[src/rtl/load_unit.sv]
// Load responder: issues word reads to data memory, aligns/extends the returned
// word per funct3 and queues {data, rob_ix, exc} in a credit-protected FIFO.
module load_unit #(
   parameter int unsigned ROB_IX      = 2,
   parameter int unsigned MEM_LATENCY = 2,
   parameter int unsigned RESP_DEPTH  = 4,
   parameter int unsigned MEM_AW      = 12
) (
   input  logic              clk_in,
   input  logic              rst_in,
   input  logic              flush_in,
   input  logic              req_valid_in,
   input  logic [31:0]       req_addr_in,
   input  logic [ROB_IX:0]   req_rob_ix_in,
   input  logic [2:0]        req_funct3_in,
   output logic              req_read_out,
   output logic              mem_en_out,
   output logic [MEM_AW-1:0] mem_addr_out,
   input  logic [31:0]       mem_rdata_in,
   output logic              result_valid_out,
   output logic [31:0]       result_data_out,
   output logic [ROB_IX:0]   result_rob_ix_out,
   output logic              result_exc_out,
   input  logic              result_ready_in
);
   localparam int unsigned PTR_W = (RESP_DEPTH > 1) ? $clog2(RESP_DEPTH) : 1;
   localparam int unsigned CNT_W = $clog2(RESP_DEPTH + 1);

   typedef struct packed {
      logic [ROB_IX:0] rob_ix;
      logic [2:0]      funct3;
      logic [1:0]      off;
      logic            exc;
   } pipe_t;

   typedef struct packed {
      logic [31:0]     data;
      logic [ROB_IX:0] rob_ix;
      logic            exc;
   } resp_t;

   logic             pipe_vld_q [MEM_LATENCY];
   pipe_t            pipe_q     [MEM_LATENCY];
   resp_t            fifo_q     [RESP_DEPTH];
   logic [PTR_W-1:0] wr_ptr_q, rd_ptr_q;
   logic [CNT_W-1:0] count_q, credit_q;

   logic       accept, illegal, push, pop;
   pipe_t      head;
   resp_t      fmt;
   logic [7:0] byte_v;
   logic [15:0] half_v;
   logic       unused_addr_hi;

   assign unused_addr_hi = ^req_addr_in[31:MEM_AW+2];

   function automatic logic [PTR_W-1:0] ptr_inc(input logic [PTR_W-1:0] p);
      return (p == PTR_W'(RESP_DEPTH - 1)) ? '0 : p + 1'b1;
   endfunction

   // Request legality: alignment per access size, unsupported funct3 codes
   always_comb begin
      illegal = 1'b0;
      case (req_funct3_in)
         3'd0, 3'd4: illegal = 1'b0;
         3'd1, 3'd5: illegal = req_addr_in[0];
         3'd2:       illegal = |req_addr_in[1:0];
         default:    illegal = 1'b1;
      endcase
   end

   // Accept while a response slot is guaranteed; credit is registered so no ready path
   assign accept       = rst_in & req_valid_in & ~flush_in & (credit_q < CNT_W'(RESP_DEPTH));
   assign req_read_out = accept;
   assign mem_en_out   = accept & ~illegal;
   assign mem_addr_out = rst_in ? req_addr_in[MEM_AW+1:2] : '0;

   // Tag pipe matching the memory latency; flush drops every in-flight read
   always_ff @(posedge clk_in or negedge rst_in) begin
      if (!rst_in) begin
         for (int i = 0; i < MEM_LATENCY; i++) begin
            pipe_vld_q[i] <= 1'b0;
            pipe_q[i]     <= '0;
         end
      end else begin
         pipe_vld_q[0]    <= accept;
         pipe_q[0].rob_ix <= req_rob_ix_in;
         pipe_q[0].funct3 <= req_funct3_in;
         pipe_q[0].off    <= req_addr_in[1:0];
         pipe_q[0].exc    <= illegal;
         for (int i = 1; i < MEM_LATENCY; i++) begin
            pipe_vld_q[i] <= pipe_vld_q[i-1];
            pipe_q[i]     <= pipe_q[i-1];
         end
         if (flush_in) begin
            for (int i = 0; i < MEM_LATENCY; i++) pipe_vld_q[i] <= 1'b0;
         end
      end
   end

   // Byte/half extraction and sign/zero extension at pipe exit
   always_comb begin
      head       = pipe_q[MEM_LATENCY-1];
      byte_v     = mem_rdata_in[{head.off, 3'b000} +: 8];
      half_v     = mem_rdata_in[{head.off[1], 4'b0000} +: 16];
      fmt.rob_ix = head.rob_ix;
      fmt.exc    = head.exc;
      fmt.data   = '0;
      if (!head.exc) begin
         case (head.funct3)
            3'd0:    fmt.data = {{24{byte_v[7]}}, byte_v};
            3'd1:    fmt.data = {{16{half_v[15]}}, half_v};
            3'd2:    fmt.data = mem_rdata_in;
            3'd4:    fmt.data = {24'd0, byte_v};
            3'd5:    fmt.data = {16'd0, half_v};
            default: fmt.data = '0;
         endcase
      end
   end

   assign push = pipe_vld_q[MEM_LATENCY-1] & ~flush_in;
   assign pop  = result_valid_out & result_ready_in & ~flush_in;

   // Response FIFO and outstanding-load credit
   always_ff @(posedge clk_in or negedge rst_in) begin
      if (!rst_in) begin
         wr_ptr_q <= '0;
         rd_ptr_q <= '0;
         count_q  <= '0;
         credit_q <= '0;
         for (int i = 0; i < RESP_DEPTH; i++) fifo_q[i] <= '0;
      end else if (flush_in) begin
         wr_ptr_q <= '0;
         rd_ptr_q <= '0;
         count_q  <= '0;
         credit_q <= '0;
      end else begin
         if (push) begin
            fifo_q[wr_ptr_q] <= fmt;
            wr_ptr_q         <= ptr_inc(wr_ptr_q);
         end
         if (pop) rd_ptr_q <= ptr_inc(rd_ptr_q);
         count_q  <= count_q + CNT_W'(push) - CNT_W'(pop);
         credit_q <= credit_q + CNT_W'(accept) - CNT_W'(pop);
      end
   end

   assign result_valid_out  = (count_q != '0);
   assign result_data_out   = fifo_q[rd_ptr_q].data;
   assign result_rob_ix_out = fifo_q[rd_ptr_q].rob_ix;
   assign result_exc_out    = fifo_q[rd_ptr_q].exc;

   // Credit makes a push into a full FIFO impossible
   a_no_overflow: assert property (@(posedge clk_in) disable iff (!rst_in)
      !(push && !pop && (count_q == CNT_W'(RESP_DEPTH))));

endmodule

[config.mk]
export PLATFORM = sky130hd
export DESIGN_NAME = load_unit
export DESIGN_NICKNAME = d
export VERILOG_FILES = /design/src/rtl/load_unit.sv
export SDC_FILE = /design/constraint.sdc
export NUM_CORES = 1
export LEC_CHECK = 0
export CORE_MARGIN = 1
export CORE_UTILIZATION = 48
export CTS_CLUSTER_SIZE = 12
export DETAILED_ROUTE_END_ITERATION = 16
export PLACE_DENSITY_LB_ADDON = 0.25
export SLEW_MARGIN = 25
export SYNTH_ARGS = -nofsm -noshare
export SYNTH_HDL_FRONTEND = slang
export SYNTH_SLANG_ARGS = --single-unit
[constraint.sdc]
create_clock -name clk_in -period 2 [get_ports clk_in]
set_input_delay 0.4 -clock clk_in [delete_from_list [all_inputs] [get_ports clk_in]]
set_output_delay 0.4 -clock clk_in [all_outputs]
set_load 0.005 [all_outputs]
Word-level counts from Yosys, hierarchy flattened
Index checks and enable logic that the tools add are counted.
{"block": "word_totals", "out_inout_bits": 51, "register_bits": 174, "inputBits": 75, "elab_cells": 88}
{"block": "classes", "shift": 2, "n_lt_le_gt_ge": 4, "addsub": 6, "reduce_logical": 10, "mux": 19, "eq_ne": 10, "bitwise": 11}
{"op": "32-bit one-hot mux with 5 select lines", "count": 1}
{"op": "144-bit bitwise mux", "count": 1}
{"op": "36-bit two-way mux", "count": 3}
{"op": "36-bit binary-select mux with 2-bit select", "count": 1}
{"op": "36-bit demux with 2-bit select", "count": 1}
{"op": "32-bit two-way mux", "count": 1}
{"op": "32-bit by 6-bit indexed part select with 16-bit output", "count": 1}
{"op": "32-bit by 6-bit indexed part select with 8-bit output", "count": 1}
{"op": "2-bit two-way mux", "count": 7}
{"op": "3-bit equality test, second input constant", "count": 4}
{"op": "12-bit two-way mux", "count": 1}
{"op": "1-bit bitwise AND", "count": 7}
{"op": "3-bit by 1-bit adder with 3-bit output", "count": 2}
{"op": "3-bit by 1-bit equality test with 1-bit output, second input constant", "count": 2}
{"op": "3-bit by 2-bit equality test with 1-bit output, second input constant", "count": 2}
{"op": "3-bit greater-or-equal comparator, second input constant", "count": 2}
{"op": "3-bit zero test", "count": 2}
{"op": "3-bit two-way mux", "count": 2}
{"op": "2-bit inverter with 3-bit output", "count": 2}
{"op": "2-bit OR reduction", "count": 3}
{"op": "3-bit by 1-bit subtractor with 3-bit output", "count": 2}
{"op": "2-bit by 1-bit adder with 2-bit output, second input constant", "count": 2}
{"op": "2-bit equality test, second input constant", "count": 2}
{"op": "2-bit nonzero test", "count": 2}
{"op": "other kinds (7)", "count": 8}

Depth between registers and ports, before layout
{"block": "logic_depth", "word_depth": 6, "mapped_depth": 10, "depth_no_buf": 10}

Worst setup path before layout
OpenSTA, ideal clock, no wires.
{"block": "synth_timing", "kind": "register -> register", "startpoint": "reg count_q[1]", "endpoint": "reg count_q[2]", "setup_time_ns": 0.132, "path_slack_ns": -0.199, "t_required_ns": 1.868, "stages_incl_launch_ff": 11, "arrival_time_ns": 2.068, "period_less_slack_ns": 2.199, "n_path_buf": 0, "path_cell_list": "dfrtp_1 or3_1 nand2_1 nor2_1 ha_1 inv_1 ha_1 inv_1 fa_1 xnor2_1 nor2_1"}
{"block": "synth_via", "elab_chain_len": 5, "elab_cells_between_ends": 6, "cone_classes": "add/sub (2); mux (1); bitwise (2); reduce/logical (1)"}
{"item": "start, declared", "line_no": "46", "text": "logic [CNT_W-1:0] count_q, credit_q;"}
{"item": "start signal, assigned", "line_no": "143", "text": "count_q <= count_q + CNT_W'(push) - CNT_W'(pop);"}
{"item": "3-bit nonzero test", "line_no": "148", "text": "assign result_valid_out = (count_q != '0);"}
{"item": "named net result_valid_out", "line_no": "20", "text": "output logic result_valid_out,"}
{"item": "1-bit bitwise AND (2 in series)", "line_no": "122", "text": "assign pop = result_valid_out & result_ready_in & ~flush_in;"}
{"item": "3-bit by 1-bit subtractor with 3-bit output", "line_no": "143"}
{"item": "3-bit two-way mux", "line_no": "132", "text": "end else if (flush_in) begin"}
The timed path passes the listed nets, and every way through them passes these cells.
A chain may end at the register's enable or synchronous reset.

Worst setup path after layout
{"block": "layout_timing", "startpoint": "reg rd_ptr_q[0]", "endpoint": "out result_data_out[14]"}
{"block": "layout_via", "elab_chain_len": 4}
{"item": "start, declared", "line_no": "45", "text": "logic [PTR_W-1:0] wr_ptr_q, rd_ptr_q;"}
{"item": "start signal, assigned", "line_no": "142", "text": "if (pop) rd_ptr_q <= ptr_inc(rd_ptr_q);"}
{"item": "2-bit inverter with 3-bit output (not written as such)", "line_no": "149", "text": "assign result_data_out = fifo_q[rd_ptr_q].data;"}
{"item": "36-bit binary-select mux with 2-bit select", "line_no": "149"}
{"item": "36-bit two-way mux (2 in series)"}
{"item": "end, declared", "line_no": "21", "text": "output logic [31:0] result_data_out,"}
No other way between the ends. The select of a mux whose other input is x is not followed.

==> results.toml <==
[route]
drt_iter0_markers = 580
viasPerCell = 6.07
drt_pre_antenna_iters = 5
via_count = 6224
wl_um = 22600
post_drt_wl_per_cell_um = 22.1
drc = 0
ant_nets = 0

[synth]
ys_top_cells_by_count = "dfrtp_1 (174), nand2_1 (100), a22o_1 (69)"
syn_inst = 618
synth_ff_type = "dfrtp_1"
synth.area.mux_share = 0.145
yosysTopAreaCell = "dfrtp_1"
synthSimpleGateAreaFrac = 0.0900
avgSynthCellArea_sq_um = 12.6
post-synth-top-count-cell = "dfrtp_1"
synth_compound_area_frac = 0.153
synthXorXnorAreaFrac = 0.00564
yosys_warnings = 0
synth_top_area_frac = 0.561
synth_top_family_by_area = "compound AO/OA/AOI/OAI gates"
synth_area_sq_um = 7760
synthAdderAreaFrac = 0.0197
syn_nets = 704
synthTopCellsByArea = "dfrtp_1 (56%), mux4_2 (10%), a22o_1 (7.8%)"
post_synth_num_cell_types = 35
synth-seq-cells = 174
ys_async_sr_fraction = 1.00
synth_edf_count = 0
seq_area_frac_synth = 0.561

[cts]
cts_max_path_buffers = 2
clock_latency_ps = 430
cts-hold-fix-buffers = 0
cts_tree = "built"
cts.htree.levels = 4
numCtsBuffers = 17
clock-sinks = 174
clkTransAtPathRegs_ps = 70
root_buffer = "clkbuf_16"

[layout]
nets = 882
antenna_cells = 0
fillers = 1128
ff_latch_area_sq_um = 4360
drive_above_1_share = 0.329
final_core_util = 0.661
syn_to_final_growth_pct = 34.8
multi_input_area_sq_um = 3370
final_area_sq_um = 10500

[sta]
clock_skew_ps = 6.76
max_freq_ghz = 0.457
rsz0062_at_grt = "yes"
slew_violations = 0
fin_crit_sh = 1.09
fin_hold_ws_ps = 216
tightestPinTransition_ps = 812
period_needed_ps = 2190
slew_headroom = 0.459
fin_ws_ps = -186
finalSetupViolCount = 38
hold_violations = 0

[global_routing]
grt_pass1_wl_um = 35600
global_route.usage.total = 0.290
grt-ovfl-total = 0
antenna_found_initial = 0
grt_start_max_net_pins = 93
grt_pass1_vias = 6596

[critical_path]
crit_chain = "buf_12 > buf_12 > mux4_2 > buf_2"
end_kind = "output pin"
cp_max_fo = 8
cpMostUsedCell = "buf_12"
critPathRequiredTime_ps = 1600
max_stage_delay_ps = 530
crit_path_top_delay_cell = "mux4_2"
arrival_ps = 1790
crit_type = "flip-flop to output pin"
critPathLaunchType = "flip-flop"

[floorplanning]
die_area_sq_um = 16700
start_util = 0.490
die_y_um = 129
die_w_um = 129
placementRows = 46
core_area_sq_um = 15800
io_pins = 126

[outcome]
violations = "negative setup slack"
status = "complete, but fails checks"

[run]
max-cap-violations = 0

[power]
peakVddDrop_v = 0.000722
p_leak_nw = 4.92
p_per_area_nw_per_um2 = 907

[place]
portBuffers = 107
dpl_cell_area_sq_um = 9660
dpl.hpwl_um = 14800
gp_congestion = 0.926

[hold_path]
hp-class = "input pin to async pin"
==> cell type report <==
type,instances,area share
inverters,9,0.00347
well taps,216,0.0258
multi-input cells,393,0.322
flip-flops and latches,174,0.417
clock buffers,19,0.0433
clock inverters,13,0.0199
repair buffers,201,0.169
==> flip-flops by register name (all words and copies together) (netlist names) <==
register    count
pipe_q          9
wr_ptr_q        2
count_q         3
head            5
fmt             4
pipe_vld_q      2
fifo_q        144
rd_ptr_q        2
credit_q        3
==> report_power, final <==
| group | internal [mW] | switching [mW] |
|---|---|---|
| Sequential | 3.71 | 0.117 |
| Combinational | 1.11 | 0.881 |
| Clock | 2.29 | 1.38 |
| Total | 7.11 | 2.38 |
==> path summary, 6_finish.rpt <==
path                                  start             endpoint  slack, ps  cells after the start
worst min-delay path                 rst_in          fifo_q[100]        220                      3
worst min register to register   pipe_q[14]              head[5]        360                      0
worst max register to register   count_q[2]           count_q[1]        -20                      9
max in group asynchronous            rst_in              head[2]        960                      3
worst max-delay path            rd_ptr_q[0]  result_data_out[14]       -190                      4
min in group clk_in              pipe_q[14]              head[5]        360                      0
==> worst max-delay path, delay by kind of cell, from the launching register on <==
kind	cells	cell delay, ps
mux	1	530
buf+inv	3	450
flops	1	380
==> cell families after synthesis <==
kind of cell,after synthesis
compound gates,154
simple gates,159
buf+inv,51
xor+xnor,5
fa+ha+maj,11
flops,174
mux,64
==> placed cells by master (no fill, tap or decap), types with 2 or more instances in the layout <==
| cell type | instances |
|---|---|
| a21oi_1 | 4 |
| a222oi_1 | 8 |
| a22o_1 | 69 |
| a22oi_1 | 41 |
| and2_1 | 12 |
| buf_12 | 11 |
| buf_2 | 30 |
| buf_4 | 78 |
| buf_6 | 6 |
| buf_8 | 2 |
| bufinv_16 | 5 |
| clkbuf_16 | 17 |
| clkbuf_2 | 5 |
| clkbuf_8 | 2 |
| clkdlybuf4s15_1 | 2 |
| clkdlybuf4s50_1 | 66 |
| clkinv_2 | 3 |
| dfrtp_1 | 171 |
| dfrtp_2 | 3 |
| fa_2 | 2 |
| ha_1 | 5 |
| ha_4 | 4 |
| inv_1 | 5 |
| inv_2 | 3 |
| inv_6 | 4 |
| mux2_2 | 27 |
| mux4_2 | 36 |
| nand2_1 | 84 |
| nand2_2 | 15 |
| nand3_1 | 5 |
| nor2_1 | 20 |
| nor2b_1 | 7 |
| nor3b_2 | 2 |
| o21ai_0 | 28 |
| xnor2_1 | 3 |
| xor2_1 | 2 |
==> layer usage <==
metal,share of wire,GRT usage,up-vias
li1,-,-,2659
met2,0.51,0.491,309
met1,0.38,0.358,3210
met4,0.029,0.120,0
met3,0.081,0.0698,46
met5,0,0,-
==> stage by stage <==
stage | setup TNS (ps) | setup slack, ps | cells | power [mW]
final | -5350 | -186 | 1025 | 9.49
after global placement | -28320 | -327 | 981 | 5.63
after floorplan | -324 | -115 | 618 | 4.73
after detailed placement | -31130 | -394 | 981 | 5.69
after CTS | -7950 | -263 | 1027 | 9.62
after global routing | -7800 | -219 | 1025 | 9.85
==> repair_timing <==
action                                  CTS  global route
gates cloned                              2             1
pin swaps                                 5             2
gates resized for setup                 165            46
setup buffers                            12             2
endpoints found under the setup margin   71           116
endpoints found under the hold margin     0             0
(Power assumes the default switching activity.)
